--- config.mk ---
export PLATFORM = sky130hd
export DESIGN_NAME = alu_arbiter
export DESIGN_NICKNAME = d
export VERILOG_FILES = /design/src/rtl/alu_arbiter.sv
export SDC_FILE = /design/constraint.sdc
export NUM_CORES = 1
export LEC_CHECK = 0
export CORE_MARGIN = 10
export CORE_UTILIZATION = 34
export CTS_CLUSTER_DIAMETER = 40
export CTS_CLUSTER_SIZE = 8
export DETAILED_ROUTE_END_ITERATION = 10
export GPL_TIMING_DRIVEN = 0
export PLACE_DENSITY = 0.84
export SYNTH_ARGS = -nofsm -noshare
export SYNTH_HDL_FRONTEND = slang
export SYNTH_SLANG_ARGS = --single-unit
--- constraint.sdc ---
create_clock -name clk -period 1.67 [get_ports clk]
set_clock_uncertainty 0.05 [all_clocks]
set_input_delay 0.167 -clock clk [delete_from_list [all_inputs] [get_ports clk]]
set_output_delay 0.167 -clock clk [all_outputs]
set_load 0.03 [all_outputs]
--- src/rtl/alu_arbiter.sv ---
// rtl/alu_arbiter.sv - round-robin arbiter sharing one ALU between two requesters
module alu_arbiter #(
  parameter int WIDTH = 32,
  parameter int SEL   = 3
) (
  input  logic             clk,
  input  logic             rst_n,
  input  logic             req0_valid,
  output logic             req0_ready,
  input  logic [WIDTH-1:0] req0_a,
  input  logic [WIDTH-1:0] req0_b,
  input  logic [SEL-1:0]   req0_sel,
  input  logic             req1_valid,
  output logic             req1_ready,
  input  logic [WIDTH-1:0] req1_a,
  input  logic [WIDTH-1:0] req1_b,
  input  logic [SEL-1:0]   req1_sel,
  output logic [WIDTH-1:0] alu_inp1,
  output logic [WIDTH-1:0] alu_inp2,
  output logic [SEL-1:0]   alu_sel,
  input  logic [WIDTH-1:0] alu_result,
  input  logic             alu_zero,
  output logic             rsp_valid,
  input  logic             rsp_ready,
  output logic             rsp_id,
  output logic [WIDTH-1:0] rsp_result,
  output logic             rsp_zero,
  output logic             rsp_err
);

  typedef enum logic [1:0] {IDLE, EXEC, RESP} state_t;

  // Opcodes the ALU does not implement; their result is replaced by an error response.
  localparam logic [SEL-1:0] OP_BAD0 = SEL'(3'b011);
  localparam logic [SEL-1:0] OP_BAD1 = SEL'(3'b111);

  state_t state, state_nxt;
  logic   last_grant;
  logic   cur_id;
  logic   gnt_valid;
  logic   gnt_id;
  logic   grant;
  logic   bad_op;

  assign bad_op = (alu_sel == OP_BAD0) || (alu_sel == OP_BAD1);

  // Round-robin choice: contention favours the port not granted last time.
  always_comb begin
    gnt_valid = 1'b0;
    gnt_id    = 1'b0;
    if (req0_valid && req1_valid) begin
      gnt_valid = 1'b1;
      gnt_id    = ~last_grant;
    end else if (req0_valid) begin
      gnt_valid = 1'b1;
      gnt_id    = 1'b0;
    end else if (req1_valid) begin
      gnt_valid = 1'b1;
      gnt_id    = 1'b1;
    end
  end

  // State register.
  always_ff @(posedge clk or negedge rst_n) begin
    if (!rst_n) state <= IDLE;
    else        state <= state_nxt;
  end

  // Next state and grant strobe; ready is held low while reset is asserted.
  always_comb begin
    state_nxt = state;
    grant     = 1'b0;
    case (state)
      IDLE: begin
        if (gnt_valid && rst_n) begin
          grant     = 1'b1;
          state_nxt = EXEC;
        end
      end
      EXEC:    state_nxt = RESP;
      RESP:    if (rsp_ready) state_nxt = IDLE;
      default: state_nxt = IDLE;
    endcase
  end

  assign req0_ready = grant & ~gnt_id;
  assign req1_ready = grant &  gnt_id;

  // Operand capture on grant, result capture after the EXEC cycle, release on rsp_ready.
  always_ff @(posedge clk or negedge rst_n) begin
    if (!rst_n) begin
      last_grant <= 1'b1;
      cur_id     <= 1'b0;
      alu_inp1   <= '0;
      alu_inp2   <= '0;
      alu_sel    <= '0;
      rsp_valid  <= 1'b0;
      rsp_id     <= 1'b0;
      rsp_result <= '0;
      rsp_zero   <= 1'b0;
      rsp_err    <= 1'b0;
    end else begin
      if (grant) begin
        cur_id     <= gnt_id;
        last_grant <= gnt_id;
        alu_inp1   <= gnt_id ? req1_a   : req0_a;
        alu_inp2   <= gnt_id ? req1_b   : req0_b;
        alu_sel    <= gnt_id ? req1_sel : req0_sel;
      end
      if (state == EXEC) begin
        rsp_valid <= 1'b1;
        rsp_id    <= cur_id;
        if (bad_op) begin
          rsp_result <= '0;
          rsp_zero   <= 1'b1;
          rsp_err    <= 1'b1;
        end else begin
          rsp_result <= alu_result;
          rsp_zero   <= alu_zero;
          rsp_err    <= 1'b0;
        end
      end else if (state == RESP && rsp_ready) begin
        rsp_valid <= 1'b0;
      end
    end
  end

endmodule

# Word-level counts from Yosys, hierarchy flattened
# Cells that the tools add are included.
dict set report word_totals {
  ff_bits 107
  latchBits 0
  ramBits 0
  rom_bits 0
  input_bits 172
  elab_cells 46
  memories 0
}
dict set report classes {
  addsub 0
  mul 0
  n_div 0
  magnitude_cmp 0
  eq_ne 6
  n_shift 0
  mux 18
  bitwise_logic 4
  n_reduce_logical 7
}
# cell count
set op_table {}
lappend op_table {{32-bit two-way mux} 3}
lappend op_table {{1-bit two-way mux} 11}
lappend op_table {{2-bit case mux with 3 select lines} 1}
lappend op_table {{2-bit two-way mux} 2}
lappend op_table {{2-bit != test (second input constant)} 2}
lappend op_table {{3-bit by 2-bit == test with 1-bit output (second input constant)} 1}
lappend op_table {{3-bit == test (second input constant)} 1}
lappend op_table {{1-bit logical AND} 3}
lappend op_table {{3-bit two-way mux} 1}
lappend op_table {{1-bit bitwise AND} 2}
lappend op_table {{2-bit by 1-bit == test with 1-bit output (second input constant)} 1}
lappend op_table {{2-bit == test (second input constant)} 1}
lappend op_table {{2-bit logical NOT} 1}
lappend op_table {{1-bit inverter} 2}
lappend op_table {{2-bit AND reduction} 1}
lappend op_table {{2-bit nonzero test} 1}
lappend op_table {{1-bit logical OR} 1}

# Longest topological paths before layout
# Gate-level depths: netlist of the first run.
dict set report logic_depth {
  ltp_word 7
  ltp_mapped 6
  depth_no_buf 3
}

# Worst setup path after synthesis of the first run
# OpenSTA, ideal clock, no wires.
dict set report synth_path {
  kind {register -> output}
  from {register state[0]}
  to {output port req0_ready}
  arrival_ps 1902
  required_time_ps 1453
  path_slack_ps -449
  path_stages_with_launch 6
  n_path_buf 3
  path_cell_list {dfrtp_1 -> or3b_1 -> buf_2 -> buf_6 -> buf_6 -> nor3b_1}
}
dict set report synth_via {
  elab_chain_len 3
}
# item line
set synth_lines {}
lappend synth_lines {{start: declaration} 37} ;# state_t state, state_nxt;
lappend synth_lines {{start signal: assignment} 66} ;# else state <= state_nxt;
lappend synth_lines {{2-bit logical NOT} 73} ;# case (state)
lappend synth_lines {{1-bit two-way mux} 73}
lappend synth_lines {{1-bit bitwise AND} 86} ;# assign req0_ready = grant & ~gnt_id;
lappend synth_lines {{end: declaration} 9} ;# output logic req0_ready,
# No other way between the ends.

# Worst setup path in the final report of the first run
dict set report layout_path {
  from {register state[1]}
  to {output port req0_ready}
}
# Same word-level chain as after synthesis.

==> reports/summary.log, run 1 <==
qor: hold_path.worstHoldPathType primary input to async pin
qor: layout.post_route_cells_drive_above_1_share 17.4%
qor: timing.layout_min_cycle_time 1.97 ns
qor: route.vias_per_cell 5.31
qor: synthesis.netlist_area 4670 µm²
qor: timing.post-route-period-util 118%
qor: clock_tree.number_of_clock_sinks_seen_by_cts 107
qor: timing.fmax 508 MHz
qor: clock_tree.cts-buffers-inserted 9
qor: pwr.internal_power 8.90 mW
qor: timing.final.hold.worst_slack -0.372 ns
qor: synthesis.ys_seq_area_share 57.3%
qor: pwr.power.combinational.fraction 53.6%
qor: route.routedLengthMet1 7610 µm
qor: route.drc_errors 0
qor: synthesis.cell_type_with_the_highest_aggregate_area_in_the_netlist sky130_fd_sc_hd__dfrtp_1
qor: synthesis.async_flop_share 100%
qor: synthesis.synth_warnings 0
qor: place.dpl_cell_area 7680 µm²
qor: floorplan.core_area 13,300 µm²
qor: timing.worst_pin_slew 0.477 ns
qor: synthesis.synthDistinctLibCells 24
qor: floorplan.start_util 35.0%
qor: timing.maxSlewViolCount 0
qor: route.finalWirelength 20,300 µm
qor: outcome.violations negative hold slack, negative setup slack
qor: pwr.clock_power_share 16.1%
qor: worst_setup_path.endpoint_kind output port
qor: floorplan.die_y 137 µm
qor: grt.first_global_vias 5,151
qor: route.detailedRoute.firstIterationViolations 246
qor: timing.slew_headroom 68.2%
qor: route.met2RoutedLength 10,100 µm
qor: floorplan.pin_count 277
qor: worst_setup_path.cp_slowest_stage_delay 0.41 ns
qor: synthesis.synthesis.nets 585
qor: synthesis.ys.flop_type sky130_fd_sc_hd__dfrtp_1
qor: timing.final_setup_violation_count 70
qor: synthesis.synth_top_area_share 56.8%
qor: worst_setup_path.setup.worst_path.start_class flip-flop
qor: floorplan.die_x 137 µm
qor: worst_setup_path.path_class flip-flop to output port
qor: grt.grt_overflow 0
qor: pwr.power.ir.vdd_worst 1030 µV
qor: timing.setup_slack -0.300 ns
qor: synthesis.netlist_top_cells_area sky130_fd_sc_hd__dfrtp_1, sky130_fd_sc_hd__a221o_1, sky130_fd_sc_hd__a22o_1
qor: worst_setup_path.crit_required 1.45 ns
qor: place.globalplace.congestion 0.864
qor: clock_tree.worst_setup_hold_path_clk_slew 0.07 ns
qor: clock_tree.hold_buffers 1
qor: floorplan.die_area 18,800 µm²
qor: place.port_buffers 275
qor: pwr.switching_power 6.09 mW
qor: grt.grt_antenna_before_repair 1
qor: floorplan.standard_cell_row_count 42
qor: worst_setup_path.worstPathMaxFanout 2
qor: synthesis.synth.ff_latch_count 107
qor: pwr.cellPowerDensity 1730 nW/µm²
qor: synthesis.synthesis.instances 413
qor: synthesis.synth.cells.most_frequent sky130_fd_sc_hd__dfrtp_1, sky130_fd_sc_hd__nand2_1, sky130_fd_sc_hd__a221o_1, sky130_fd_sc_hd__nor3_1, sky130_fd_sc_hd__a22o_1
qor: grt.grtUsageTotal 20.0%
qor: synthesis.number_of_enable_flip_flop_cells_after_synthesis 0
qor: worst_setup_path.worstPathCellList or3b_4, buf_8, buf_12, nor3b_4, buf_6
qor: clock_tree.cts_max_path_buffers 2
qor: route.met3_wl 2020 µm
qor: clock_tree.ctsHtreeMaxLevel 3
qor: layout.fin_util 65.1%
qor: layout.fin_nets 901
qor: grt.grt_first_pass_wirelength 29,000 µm
qor: route.drt-pass1-iter-count 5
qor: pwr.switching_portion_of_total_power 40.6%
qor: clock_tree.worst_skew_late_latency 0.34 ns
qor: layout.area_delta_synth_final 85.8%
qor: pwr.cellLeakagePower 3.81 nW
qor: route.highest_layer met4
qor: route.vias 4,835
qor: clock_tree.cts_root_buf sky130_fd_sc_hd__clkbuf_16
qor: worst_setup_path.crit_start state[1]
qor: clock_tree.cts_tree yes
qor: timing.grt_setup_unrepaired yes
qor: pwr.fin_total_pwr 15.0 mW
qor: pwr.power_frac_seq 30.3%
qor: outcome.outcome finished with violations
qor: grt.grt_start_max_net_pins 52
qor: timing.finalHoldViolCount 49
qor: worst_setup_path.worstReg2RegStart state[1]
qor: route.drt-wirelength-per-cell 22.2 µm
qor: synthesis.yosysMostFrequentCell sky130_fd_sc_hd__dfrtp_1
qor: place.place_hpwl 14,800 µm
qor: layout.post-route-cell-area 8680 µm²
qor: route.ant_nets 0
qor: synthesis.synth_area_per_cell 11.3 µm²
qor: worst_setup_path.worst_ep_arrival_time 1.75 ns
qor: job.cap_viol_max_count 0
qor: worst_setup_path.crit_path_top_delay_cell sky130_fd_sc_hd__dfrtp_2
## power by group through the flow
stage	registers [mW]	clock network, mW	logic (mW)
final	4.54	2.41	8.04
after global routing	4.66	2.56	8.45
after CTS	4.53	2.44	7.82
after detailed placement	4.53	0	7.59
after global placement	4.51	0	7.48
after floorplan	6.76	0	1.76
## final timing paths
kind                             endpoint  slack [ns]  depth (start not counted)
hold / removal             rsp_result[12]       -0.37                          1
min in group clk                 rsp_zero        0.33                          3
setup reg to reg             alu_inp2[10]       -0.14                          7
max in group asynchronous        state[1]        1.31                          2
hold reg to reg                    rsp_id        0.42                          2
setup / recovery               req0_ready       -0.30                          5
## worst max-delay path: cells and delay by family (launching register included)
family / cells / cell delay (ns)
buf+inv: 3 / 0.41
flops: 1 / 0.41
simple gates: 2 / 0.59
## stage by stage
step / setup WS [ns] / TNS [ns] / cells
after detailed placement: -1.44 / -67.51 / 865
after floorplan: -0.0571 / -0.0571 / 413
final: -0.300 / -6.67 / 911
after global placement: -4.55 / -679.26 / 864
after CTS: -0.441 / -7.91 / 891
after global routing: -0.357 / -11.78 / 911
## logic make-up after synthesis
group	after synthesis	synth area share [%]
and+or+nand+nor	150	16.4
buffers and inverters	49	4.87
AOI/OAI and AO/OA	107	21.4
DFF	107	57.3
## cells in the final DEF (no fill, tap or decap), types with 3 or more instances in the layout
| master | n |
|---|---|
| sky130_fd_sc_hd__nor3_1 | 34 |
| sky130_fd_sc_hd__clkdlybuf4s50_1 | 251 |
| sky130_fd_sc_hd__nand2_1 | 72 |
| sky130_fd_sc_hd__a21oi_1 | 3 |
| sky130_fd_sc_hd__nor3_2 | 31 |
| sky130_fd_sc_hd__dfrtp_1 | 105 |
| sky130_fd_sc_hd__nor2_1 | 3 |
| sky130_fd_sc_hd__clkbuf_8 | 3 |
| sky130_fd_sc_hd__clkbuf_16 | 9 |
| sky130_fd_sc_hd__a221o_1 | 67 |
| sky130_fd_sc_hd__dlygate4sd2_1 | 7 |
| sky130_fd_sc_hd__buf_2 | 7 |
| sky130_fd_sc_hd__clkbuf_4 | 6 |
| sky130_fd_sc_hd__o21ai_4 | 3 |
| sky130_fd_sc_hd__inv_1 | 3 |
| sky130_fd_sc_hd__buf_8 | 3 |
| sky130_fd_sc_hd__a22o_1 | 32 |
| sky130_fd_sc_hd__clkbuf_1 | 8 |
| sky130_fd_sc_hd__buf_12 | 3 |
| sky130_fd_sc_hd__buf_4 | 16 |
| sky130_fd_sc_hd__dlymetal6s2s_1 | 14 |
| sky130_fd_sc_hd__buf_6 | 30 |
## timing repair
action | 4_1_cts | 5_1_grt
hold endpoints to repair | 76 | 49
endpoints found under the setup margin | 109 | 114
cloned | 1 | 11
pin swaps | 10 | 7
resized for setup | 89 | 80
buffers inserted | 9 | 11
## per-layer routing
layer | global-route usage (%) | vias to the layer above
li1 | - | 2203
met1 | 22.6 | 2367
met2 | 33.6 | 230
met3 | 7.43 | 35
met4 | 8.02 | 0
met5 | 0 | -
## area by class of cell
cell class	count	area, µm²
antenna	1	2.50
clock buffer	13	270
tap	176	220
clock inverter	3	68.8
multi-input combinational	259	1940
timing repair buffer	306	3140
inverter	3	11.3
fill	1028	4660
sequential	107	2680
buffer	43	354
## flip-flops by register name, summed over array words and instances, names as in the netlist
name        count
rsp_result     32
last_grant      1
rsp_zero        1
rsp_err         1
rsp_valid       1
alu_inp2       32
cur_id          1
alu_inp1       32
rsp_id          1
state           2
alu_sel         3
No activity file was read; power rests on OpenSTA's default activity.
==> inputs of run 2 (changes only) <==
--- a/config.mk
+++ b/config.mk
@@ -6,12 +6,14 @@
 export NUM_CORES = 1
 export LEC_CHECK = 0
 export CORE_MARGIN = 10
-export CORE_UTILIZATION = 34
+export CORE_UTILIZATION = 38
 export CTS_CLUSTER_DIAMETER = 40
 export CTS_CLUSTER_SIZE = 8
 export DETAILED_ROUTE_END_ITERATION = 10
 export GPL_TIMING_DRIVEN = 0
-export PLACE_DENSITY = 0.84
+export HOLD_SLACK_MARGIN = 0.08
+export PLACE_DENSITY = 0.88
+export SLEW_MARGIN = 20
 export SYNTH_ARGS = -nofsm -noshare
 export SYNTH_HDL_FRONTEND = slang
 export SYNTH_SLANG_ARGS = --single-unit
==> constraint.sdc (replaced) <==
create_clock -name clk -period 2.05 [get_ports clk]
set_clock_uncertainty 0.05 [all_clocks]
set_input_delay 0.205 -clock clk [delete_from_list [all_inputs] [get_ports clk]]
set_output_delay 0.205 -clock clk [all_outputs]
set_load 0.03 [all_outputs]
==> reports/summary.log, run 2 (same netlist as run 1, synthesis figures left out) <==
qor: route.finalWirelength 19,400 µm
qor: timing.layout_min_cycle_time 1.97 ns
qor: clock_tree.number_of_clock_sinks_seen_by_cts 107
qor: layout.layout_top_registers alu_inp1 (32), alu_inp2 (32), rsp_result (32)
qor: layout.mostFrequentLayoutCell sky130_fd_sc_hd__clkdlybuf4s50_1
qor: timing.maxSlewViolCount 0
qor: clock_tree.cts-buffers-inserted 9
qor: timing.setup_slack 0.0775 ns
qor: layout.multi_input_comb_area 1780 µm²
qor: timing.finalHoldViolCount 0
qor: grt.grt_start_max_net_pins 56
qor: hold_path.timing.hold.worst.start alu_zero
qor: grt.grt.met1_usage 24.3%
qor: grt.grtUsageTotal 22.2%
qor: floorplan.standard_cell_row_count 40
qor: layout.fillerInstances 884
qor: floorplan.pin_count 277
qor: worst_setup_path.worstReg2RegStart state[1]
qor: route.detailedRoute.firstIterationViolations 302
qor: layout.area_delta_synth_final 72.4%
qor: grt.grt_first_pass_wirelength 29,100 µm
qor: timing.grt_setup_unrepaired no
qor: grt.grt_antenna_before_repair 0
qor: layout.antenna_cells 0
qor: route.drt-pass1-iter-count 5
qor: worst_setup_path.path_class flip-flop to output port
qor: timing.final_setup_violation_count 0
qor: worst_setup_path.worstPathMaxFanout 23
qor: place.dpl_cell_area 7640 µm²
qor: timing.worst_pin_slew 0.738 ns
qor: clock_tree.worst_setup_hold_path_clk_slew 0.07 ns
qor: clock_tree.cts_root_buf sky130_fd_sc_hd__clkbuf_16
qor: layout.final_cell_mix sky130_fd_sc_hd__clkdlybuf4s50_1, sky130_fd_sc_hd__dfrtp_1, sky130_fd_sc_hd__nand2_1
qor: route.vias 4,744
qor: grt.global_route.usage.met2 37.7%
qor: worst_setup_path.worstReg2RegEnd rsp_result[17]
qor: timing.fmax 507 MHz
qor: layout.fin_util 67.1%
qor: worst_setup_path.endpoint_kind output port
qor: pwr.cellPowerDensity 1430 nW/µm²
qor: hold_path.holdPathEnd rsp_zero
qor: timing.post-route-period-util 96.2%
qor: place.globalplace.congestion 0.886
qor: place.port_buffers 275
qor: place.place.detailed.instances 836
qor: timing.fin_setup_tns 0 ns
qor: clock_tree.worst_skew_late_latency 0.34 ns
qor: pwr.power.ir.vdd_worst 961 µV
qor: pwr.fin_total_pwr 11.6 mW
qor: grt.grt.busiest_layer met2
qor: floorplan.die_area 17,100 µm²
qor: hold_path.worstHoldPathType primary input to flip-flop
qor: route.drc_errors 0
qor: place.post-place-ws -0.950 ns
qor: layout.post_route_cells_drive_above_1_share 9.68%
qor: clock_tree.cts_max_path_buffers 2
qor: clock_tree.ctsHtreeMaxLevel 3
qor: hold_path.worst_hold_path.num_cells 3
qor: floorplan.die_y 131 µm
qor: layout.fin_nets 880
qor: grt.first_global_vias 5,137
qor: route.vias_per_cell 5.52
qor: worst_setup_path.worst_ep_arrival_time 1.72 ns
qor: grt.global_route.usage.met3 8.94%
qor: timing.slew_headroom 50.5%
qor: floorplan.die_x 131 µm
qor: worst_setup_path.crit_required 1.79 ns
qor: worst_setup_path.timing.reg2reg.worst_path_depth 7
qor: floorplan.start_util 38.9%
qor: place.place_hpwl 15,000 µm
qor: route.drt-wirelength-per-cell 22.6 µm
qor: timing.final.hold.worst_slack 0.346 ns
qor: worst_setup_path.r2r_setup_slack 0.17 ns
qor: clock_tree.cts_tree yes
qor: grt.grt_overflow 0
qor: layout.post-route-cell-area 8060 µm²
qor: worst_setup_path.setup.worst_path.start_class flip-flop
qor: worst_setup_path.crit_start state[1]
qor: job.cap_viol_max_count 0
qor: route.ant_nets 0
qor: floorplan.core_area 12,000 µm²
qor: layout.final-seq-area 2680 µm²
qor: outcome.outcome finished, final reports clean
qor: layout.final_cells 860
qor: pwr.cellLeakagePower 3.37 nW
[run 2: changes by cell type in the layout (fill, tap and decap cells not counted), sizes merged, moves of 3 or more]
| cell | before | now |
|---|---|---|
| buf | 61 | 29 |
| clkbuf | 28 | 36 |
| clkdlybuf4s50 | 251 | 272 |
| clkinv | 1 | 4 |
| dlygate4sd2 | 7 | 0 |
| dlymetal6s2s | 14 | 0 |
[run 2: final cells by class]
cell class,instances,share of cell area [%]
inverter,3,0.140
sequential,107,33.3
timing repair buffer,286,36.3
multi-input combinational,257,22.1
clock inverter,6,0.528
clock buffer,10,2.84
tap,147,2.28
buffer,44,2.55
[run 2: critical path: stages, from the launching register on]
cell and delay [ns]:
sky130_fd_sc_hd__dfrtp_2 0.43, sky130_fd_sc_hd__or3b_1 0.39, sky130_fd_sc_hd__buf_6 0.20, sky130_fd_sc_hd__nor3b_2 0.17, sky130_fd_sc_hd__buf_4 0.18
[run 2: how the worst max path moves through the flow]
stage	endpoint	cells after the start
2_1_floorplan	req0_ready	5
3_3_place_gp	req0_ready	7
3_5_place_dp	req0_ready	8
4_1_cts	req1_ready	5
5_1_grt	req1_ready	5
6_report	req0_ready	4
[run 2: metal layers]
layer | share of wire (%) | vias up
met5 | 0 | -
met4 | 3.0 | 0
met3 | 11 | 39
met2 | 49 | 240
met1 | 38 | 2308
li1 | - | 2157
[run 2: power breakdown]
group | internal, mW | total [mW] | switching [mW]
clock network | 0.826 | 1.63 | 0.800
registers | 3.08 | 3.71 | 0.628
logic | 2.78 | 6.22 | 3.44
[run 2: timing repair]
action / CTS / global route
pin swaps: 1 / 0
buffers inserted: 5 / 0
gates resized for setup: 19 / 2
setup endpoints to repair: 69 / 1
gates cloned: 1 / 0
hold buffers: 4 / 0
endpoints found under the hold margin: 79 / 0
